File: src/rtl/mult_div_unit.sv
// Iterative 32-bit multiply/divide unit with HI/LO result registers.
// Operations take 34 cycles: a load edge, 32 radix-2 steps, then a sign-fix/writeback edge.
module mult_div_unit (
  input  logic        clk,
  input  logic        rst,
  input  logic        start,
  input  logic [1:0]  op,
  input  logic [31:0] a,
  input  logic [31:0] b,
  input  logic        hi_we,
  input  logic        lo_we,
  input  logic [31:0] wdata,
  output logic        busy,
  output logic        done,
  output logic [31:0] hi,
  output logic [31:0] lo
);

  typedef enum logic [1:0] {IDLE, RUN, FIN} state_t;

  state_t      r_state;
  logic [4:0]  r_cnt;
  logic        r_busy;
  logic        r_done;
  logic [31:0] r_hi;
  logic [31:0] r_lo;

  logic [1:0]  r_op;
  logic [31:0] r_a;
  logic [31:0] r_d;
  logic [63:0] r_p;
  logic        r_neg_q;
  logic        r_neg_r;
  logic        r_dzero;

  logic        w_signed;
  logic [31:0] w_a_mag;
  logic [31:0] w_b_mag;
  logic [32:0] w_add;
  logic [32:0] w_rs;
  logic [32:0] w_diff;
  logic [63:0] w_prod;
  logic [31:0] w_quo;
  logic [31:0] w_rem;

  function automatic logic [31:0] cond_neg32(input logic en, input logic [31:0] v);
    return en ? 32'(-v) : v;
  endfunction

  function automatic logic [63:0] cond_neg64(input logic en, input logic [63:0] v);
    return en ? 64'(-v) : v;
  endfunction

  assign w_signed = ~op[0];
  assign w_a_mag  = cond_neg32(w_signed & a[31], a);
  assign w_b_mag  = cond_neg32(w_signed & b[31], b);

  // r_p holds {partial product, multiplier} for multiply and {remainder, quotient} for divide
  assign w_add  = {1'b0, r_p[63:32]} + (r_p[0] ? {1'b0, r_d} : 33'd0);
  assign w_rs   = {r_p[63:32], r_p[31]};
  assign w_diff = w_rs - {1'b0, r_d};

  assign w_prod = cond_neg64(r_neg_q, r_p);
  assign w_quo  = cond_neg32(r_neg_q, r_p[31:0]);
  assign w_rem  = cond_neg32(r_neg_r, r_p[63:32]);

  always_ff @(posedge clk) begin
    if (r_state == IDLE && start) begin
      r_op    <= op;
      r_a     <= a;
      r_d     <= w_b_mag;
      r_p     <= {32'd0, w_a_mag};
      r_neg_q <= w_signed & (a[31] ^ b[31]);
      r_neg_r <= w_signed & a[31];
      r_dzero <= (b == 32'd0);
    end else if (r_state == RUN) begin
      if (!r_op[1])
        r_p <= {w_add, r_p[31:1]};
      else if (!w_diff[32])
        r_p <= {w_diff[31:0], r_p[30:0], 1'b1};
      else
        r_p <= {w_rs[31:0], r_p[30:0], 1'b0};
    end
  end

  always_ff @(posedge clk or negedge rst) begin
    if (!rst) begin
      r_state <= IDLE;
      r_cnt   <= 5'd0;
      r_busy  <= 1'b0;
      r_done  <= 1'b0;
      r_hi    <= 32'd0;
      r_lo    <= 32'd0;
    end else begin
      r_done <= 1'b0;
      case (r_state)
        IDLE: begin
          if (hi_we) r_hi <= wdata;
          if (lo_we) r_lo <= wdata;
          if (start) begin
            r_state <= RUN;
            r_cnt   <= 5'd0;
            r_busy  <= 1'b1;
          end
        end
        RUN: begin
          r_cnt <= r_cnt + 5'd1;
          if (r_cnt == 5'd31) r_state <= FIN;
        end
        FIN: begin
          if (!r_op[1]) begin
            {r_hi, r_lo} <= w_prod;
          end else if (r_dzero) begin
            r_hi <= r_a;
            r_lo <= 32'hFFFF_FFFF;
          end else begin
            r_hi <= w_rem;
            r_lo <= w_quo;
          end
          r_done  <= 1'b1;
          r_busy  <= 1'b0;
          r_state <= IDLE;
        end
        default: r_state <= IDLE;
      endcase
    end
  end

  assign busy = r_busy;
  assign done = r_done;
  assign hi   = r_hi;
  assign lo   = r_lo;

endmodule

File: config.mk
export PLATFORM = sky130hd
export DESIGN_NAME = mult_div_unit
export DESIGN_NICKNAME = d
export VERILOG_FILES = /design/src/rtl/mult_div_unit.sv
export SDC_FILE = /design/constraint.sdc
export NUM_CORES = 1
export LEC_CHECK = 0
export ABC_AREA = 1
export CORE_MARGIN = 2
export CORE_UTILIZATION = 55
export CTS_BUF_LIST = sky130_fd_sc_hd__clkbuf_4
export DETAILED_ROUTE_END_ITERATION = 6
export GPL_TIMING_DRIVEN = 0
export PLACE_DENSITY = 0.75
export RECOVER_POWER = 100
export SETUP_SLACK_MARGIN = 0.4
export SLEW_MARGIN = 20
export SYNTH_ARGS = -nofsm -noshare
export SYNTH_HDL_FRONTEND = slang
export SYNTH_SLANG_ARGS = --single-unit
File: constraint.sdc
create_clock -name clk -period 4.2 [get_ports clk]
set_input_delay 0.63 -clock clk [delete_from_list [all_inputs] [get_ports clk]]
set_output_delay 0.63 -clock clk [all_outputs]
set_load 0.01 [all_outputs]
; Word level (Yosys, flattened, before mapping)
; Cells that the tools add are included.
[classes]
n_addsub = 8
n_mul = 0
div = 0
n_lt_le_gt_ge = 0
n_eq_ne = 7
shift = 0
n_mux = 26
bitwise = 5
reduce_logical = 11
[ops]
columns = op, n
row1 = 32-bit 2-to-1 mux, 13
row2 = 64-bit 2-to-1 mux, 3
row3 = 32-bit negator, 4
row4 = 32-bit case mux with 2 select lines, 2
row5 = 64-bit negator, 1
row6 = 32-bit by 32-bit adder with 33-bit output, 1
row7 = 33-bit by 32-bit subtractor with 33-bit output, 1
row8 = 32-bit zero test, 1
row9 = 5-bit case mux with 2 select lines, 1
row10 = 2-bit AND reduction, 5
row11 = 2-bit != test (second input constant), 3
row12 = 2-bit nonzero test, 3
row13 = 5-bit by 1-bit adder with 5-bit output (second input constant), 1
row14 = 5-bit equality test (second input constant), 1
row15 = 5-bit 2-to-1 mux, 1
row16 = 2-bit 2-to-1 mux, 2
row17 = 2-bit case mux with 2 select lines, 1
row18 = 1-bit bitwise AND, 3
row19 = 2-bit by 1-bit equality test with 1-bit output (second input constant), 1
row20 = 2-bit equality test (second input constant), 1
row21 = 2-bit zero test, 1
row22 = 1-bit 2-to-1 mux, 2
row23 = 2-bit by 1-bit != test with 1-bit output (second input constant), 1
row24 = 1-bit case mux with 2 select lines, 1
row25 = other kinds (3), 3
[totals]
ff_bits = 206
latchBits = 0
mem_bits_rw = 0
rom_bits = 0
in_bits = 103
out_inout_bits = 66
elab_cells = 71
n_memories = 0

; Longest topological paths before layout
[logic_depth]
word_depth = 5
depth_mapped = 20
depth_no_buf = 19

; Worst setup path before layout
; OpenSTA, ideal clock, no wires.
[synth_timing]
kind = in2reg
startpoint = input port start
endpoint = register r_a[0] (enable)
setup_ps = 459
arrival_ps = 2953
required_ps = 3741
path_slack_ps = 788
path_stages = 3
path_buffers = 1
cell_sequence = nand2_1 nor2_1 clkbuf_1
[synth_via]
elab_chain_len = 1
[synth_lines]
columns = item, line
row1 = from (decl), 6  ; input logic start,
row2 = 1-bit logical AND, 68  ; if (r_state == IDLE && start) begin
row3 = to (signal assigned), 70  ; r_a <= a;
row4 = to (decl), 29  ; logic [31:0] r_a;
; No other way between the ends.
; A chain may end at the register's enable or synchronous reset.

; Final worst setup path
[layout_timing]
startpoint = register r_p[32]
endpoint = register r_p[0] (data pin)
[layout_via]
elab_chain_len = 5
[layout_lines]
columns = item, line
row1 = from (decl), 31  ; logic [63:0] r_p;
row2 = from (signal assigned), 72  ; r_p <= {32'd0, w_a_mag};
row3 = from (signal assigned), 78  ; r_p <= {w_add, r_p[31:1]};
row4 = from (signal assigned), 80  ; r_p <= {w_diff[31:0], r_p[30:0], 1'b1};
row5 = 33-bit by 32-bit subtractor with 33-bit output, 61  ; assign w_diff = w_rs - {1'b0, r_d};
row6 = 64-bit 2-to-1 mux, 79  ; else if (!w_diff[32])
row7 = 64-bit 2-to-1 mux, 77  ; if (!r_op[1])
row8 = 32-bit 2-to-1 mux, 76  ; end else if (r_state == RUN) begin
row9 = 32-bit 2-to-1 mux, 68
; No other way between the ends. The select of a mux whose other input is x is not followed.

==> flow_summary_export.csv <==
group,metric,value,unit
detailed_routing,post_drt_wl_per_cell,21.8,um
power,p_sw,0.00943,W
global_route,grt_overflow,0,
logic_synthesis,synth-compound-area-share,13.1,%
timing,max_clock_freq,263,MHz
power,swShare,56.2,%
timing,finalClockSkew,0.0406,ns
clock_tree,clkLatencyLatePin,0.81,ns
critical_path,cp.required,4.70,ns
power,pwr-share-clk,11.0,%
critical_path,cpMaxStageDelayCell,"fa_1",
logic_synthesis,synth.area.mux_share,0,%
power,vdd_drop_max,511,uV
timing,fin_hold_ws,0.477,ns
clock_tree,htreeDepth,2,
detailed_routing,wirelength,85.1,mm
clock_tree,clockRootBuffer,"clkbuf_4",
critical_path,worstSetupStartpointType,"flip-flop",
detailed_routing,dr.pass1.iters,7,
logic_synthesis,synthSimpleGateAreaFrac,38.9,%
floorplanning,die_area,36400,sq um
timing,worstMarginPinSlew,1.56,ns
detailed_routing,drc,28,
cells_and_area,drive_gt1_share,4.25,%
critical_path,worstPathMaxFanout,10,
logic_synthesis,async_reset_ff_share,35.6,%
floorplanning,std_cell_rows,68,
critical_path,endpoint_kind,"flip-flop",
timing,final-max-slew-violation-count,25,
power,comb_power_share,63.8,%
global_route,grt_pass1_vias,20700,
critical_path,critical_path.most_common_cell,"nand2_1",
timing,hold_viol,0,
logic_synthesis,synth_top_family_by_area,"simple AND/OR/NAND/NOR gates",
logic_synthesis,seq_area_frac_synth,28.5,%
logic_synthesis,synth_fa_ha_area_share,4.77,%
placed_design,io_buffers,168,
timing,setup_violations,0,
clock_tree,cts_tree,"built",
floorplanning,start_util,55.8,%
timing,rsz0062_at_grt,"false",
global_route,grt_start_max_net_pins,60,
logic_synthesis,synthXorXnorAreaFrac,3.78,%
logic_synthesis,syn_avg_cell_area,6.06,sq um
critical_path,r2r_cells,15,
logic_synthesis,synthTopCellsByArea,"nand2_1 20%, edfxtp_1 16%, dfrtp_1 9.5%, inv_1 8.4%, nor2_1 7.5%",
detailed_routing,first_iter_violations,3469,
clock_tree,cts_buffers,55,
critical_path,cpLargestDelayFamily,"simple AND/OR/NAND/NOR gates",
power,cellInternalPower,0.00736,W
detailed_routing,drtAntennaViolNets,0,
floorplanning,die_height,191,um
placed_design,dp_hpwl,68.1,mm
logic_synthesis,synth_cells,3170,
logic_synthesis,synthFlopType,"edfxtp_1",
floorplanning,pin_count,169,
run_status,status,"finished, violations left",
critical_path,cp_num_cells,15,
detailed_routing,viasPerCell,5.96,
global_route,grtUsageTotal,46.0,%
worst_hold_path,holdCritPathClass,"primary input to flip-flop",
clock_tree,clk_pin_slew,0.07,ns
logic_synthesis,yosysTopAreaCell,"nand2_1",
clock_tree,cts.repair.resized,0,
critical_path,worstPathCellList,"clkinv_1 -> fa_1 -> inv_1 -> nand2_1 -> nand2_1 -> nand3_1 -> nand2_1 -> nand2_2 -> nand2_1 -> nand2_1 -> nand3_4 -> nand2_8 -> buf_6 -> o21ai_0 -> o21ai_0",
logic_synthesis,synth_seq_cells,205,
clock_tree,clk_path_buf_depth,3,
logic_synthesis,synth_top_area_share,20.3,%
job,maxCapViolCount,1,
global_route,grt_pass1_wl,124,mm
logic_synthesis,syn-cell-area,19200,sq um
timing,setup-tns-final,0,ns
worst_hold_path,whs_path_depth,1,
logic_synthesis,yosysUniqueCellTypes,54,
timing,relSlewSlack,-3.93,%
detailed_routing,num_vias,23200,
floorplanning,core_area,34500,sq um
power,p_seq_share,25.2,%
timing,finalCriticalPeriod,3.80,ns
logic_synthesis,synth_edf_count,100,
run_status,violations,"design-rule violations, max-capacitance violations, max-slew violations",
placed_design,gp_congestion,1.14,
logic_synthesis,yosys_warnings,0,
cells_and_area,syn_to_final_growth,15.2,%
critical_path,cp.buffers_inverters,3,
clock_tree,postCtsSetupRepairBufs,0,
critical_path,max_stage_delay,0.62,ns
clock_tree,cts_hold_repair.buffers,1,
logic_synthesis,synth_commonest_cells,"1038 x nand2_1, 429 x inv_1, 383 x nor2_1",
cells_and_area,nets,3574,
timing,fin_crit_sh,90.6,%
power,p_leak,10.9,nW
logic_synthesis,syn_nets,3345,
global_route,antenna_found_initial,5,
critical_path,worst_ep_arrival_time,4.31,ns
critical_path,crit_type,"flip-flop to flip-flop",
clock_tree,cts_sinks,205,
logic_synthesis,synth.most_common_cell,"nand2_1",
power,p_per_area,758,nW/um^2
floorplanning,die_w,191,um
[cells by family after synthesis]
logic type / after synthesis
and+or+nand+nor: 1797
adders and majority gates: 72
AOI/OAI and AO/OA: 471
xor gates and xnor gates: 83
DFF: 205
buffers and inverters: 542
[worst reg2reg max path: cells and delay by family (launching register included)]
kind | cells | cell delay [ns]
AND/OR/NAND/NOR | 9 | 1.03
buffers and inverters | 3 | 0.83
AO/OA/AOI/OAI | 2 | 0.40
adder cells (fa/ha/maj) | 1 | 0.62
flip-flops | 1 | 0.61
[layout by cell type, fill, tap and decap left out, drive strengths merged, types with 2 or more instances in the layout]
cell	instances
a21o	4
a21oi	232
a22o	2
a31oi	10
and2	15
and3	4
buf	27
clkbuf	162
clkdlybuf4s50	66
clkinv	19
dfrtp	73
dfxtp	32
diode	5
dlygate4sd3	102
edfxtp	100
fa	2
ha	70
inv	432
nand2	1053
nand3	241
nand3b	10
nand4	31
nor2	401
nor3	25
nor4	7
o211ai	11
o21a	3
o21ai	192
o21bai	8
o31ai	5
or2	8
xnor2	17
xor2	66
[area by class of cell]
| type | instances | area [sq um] |
|---|---|---|
| fillers | 3253 | 12300 |
| multi-input cells | 2423 | 11500 |
| flip-flops and latches | 205 | 5470 |
| repair buffers | 172 | 1750 |
| inverters | 436 | 1640 |
| clock buffers | 79 | 593 |
| well taps | 455 | 569 |
| plain buffers | 106 | 465 |
| clock inverters | 17 | 104 |
| diodes | 5 | 12.5 |
[power by group through the flow]
stage,combinational [W],clock [W],sequential (W)
6_report,0.0107,0.00184,0.00423
5_1_grt,0.0117,0.00193,0.00419
4_1_cts,0.0104,0.00184,0.00410
3_5_place_dp,0.0104,0,0.00414
3_3_place_gp,0.0101,0,0.00410
2_1_floorplan,0.00676,0,0.00368
[sequential cells by signal (all words and copies together), names as in the netlist, 2 cells and up]
register / cells
hi: 32
lo: 32
r_a: 32
r_cnt: 5
r_d: 32
r_p: 64
r_state: 2
[final timing paths]
| path | startpoint | end | slack [ns] |
|---|---|---|---|
| min reg2reg | r_state[1] | r_state[1] | 0.52 |
| max | r_p[32] | r_p[0] | 0.40 |
| max reg2reg | r_p[32] | r_p[0] | 0.40 |
| max in group asynchronous | rst | hi[13] | 2.52 |
| min in group asynchronous | rst | lo[5] | 0.76 |
| min | op[1] | r_op[1] | 0.48 |
[metal layers]
| metal | GRT usage, % | share of wire, % | vias up |
|---|---|---|---|
| met5 | 1.37 | 0.093 | - |
| met4 | 16.0 | 3.7 | 4 |
| met3 | 17.9 | 17 | 215 |
| met2 | 62.7 | 39 | 1833 |
| met1 | 65.4 | 40 | 10500 |
| li1 | - | - | 10600 |
[metrics by stage]
step / total power (W) / instance area, sq um / instances / util, % / setup WS (ns)
5_1_grt: 0.0178 / 22100 / 3896 / 64.2 / 0.260
4_1_cts: 0.0164 / 22200 / 3893 / 64.6 / 0.722
3_3_place_gp: 0.0142 / 21500 / 3793 / 62.3 / -1.07
6_report: 0.0168 / 22100 / 3898 / 64.2 / 0.396
2_1_floorplan: 0.0104 / 19200 / 3170 / - / 0.788
3_5_place_dp: 0.0145 / 21500 / 3796 / 62.5 / 0.756
Note: power is estimated with default switching activity, not from simulation.
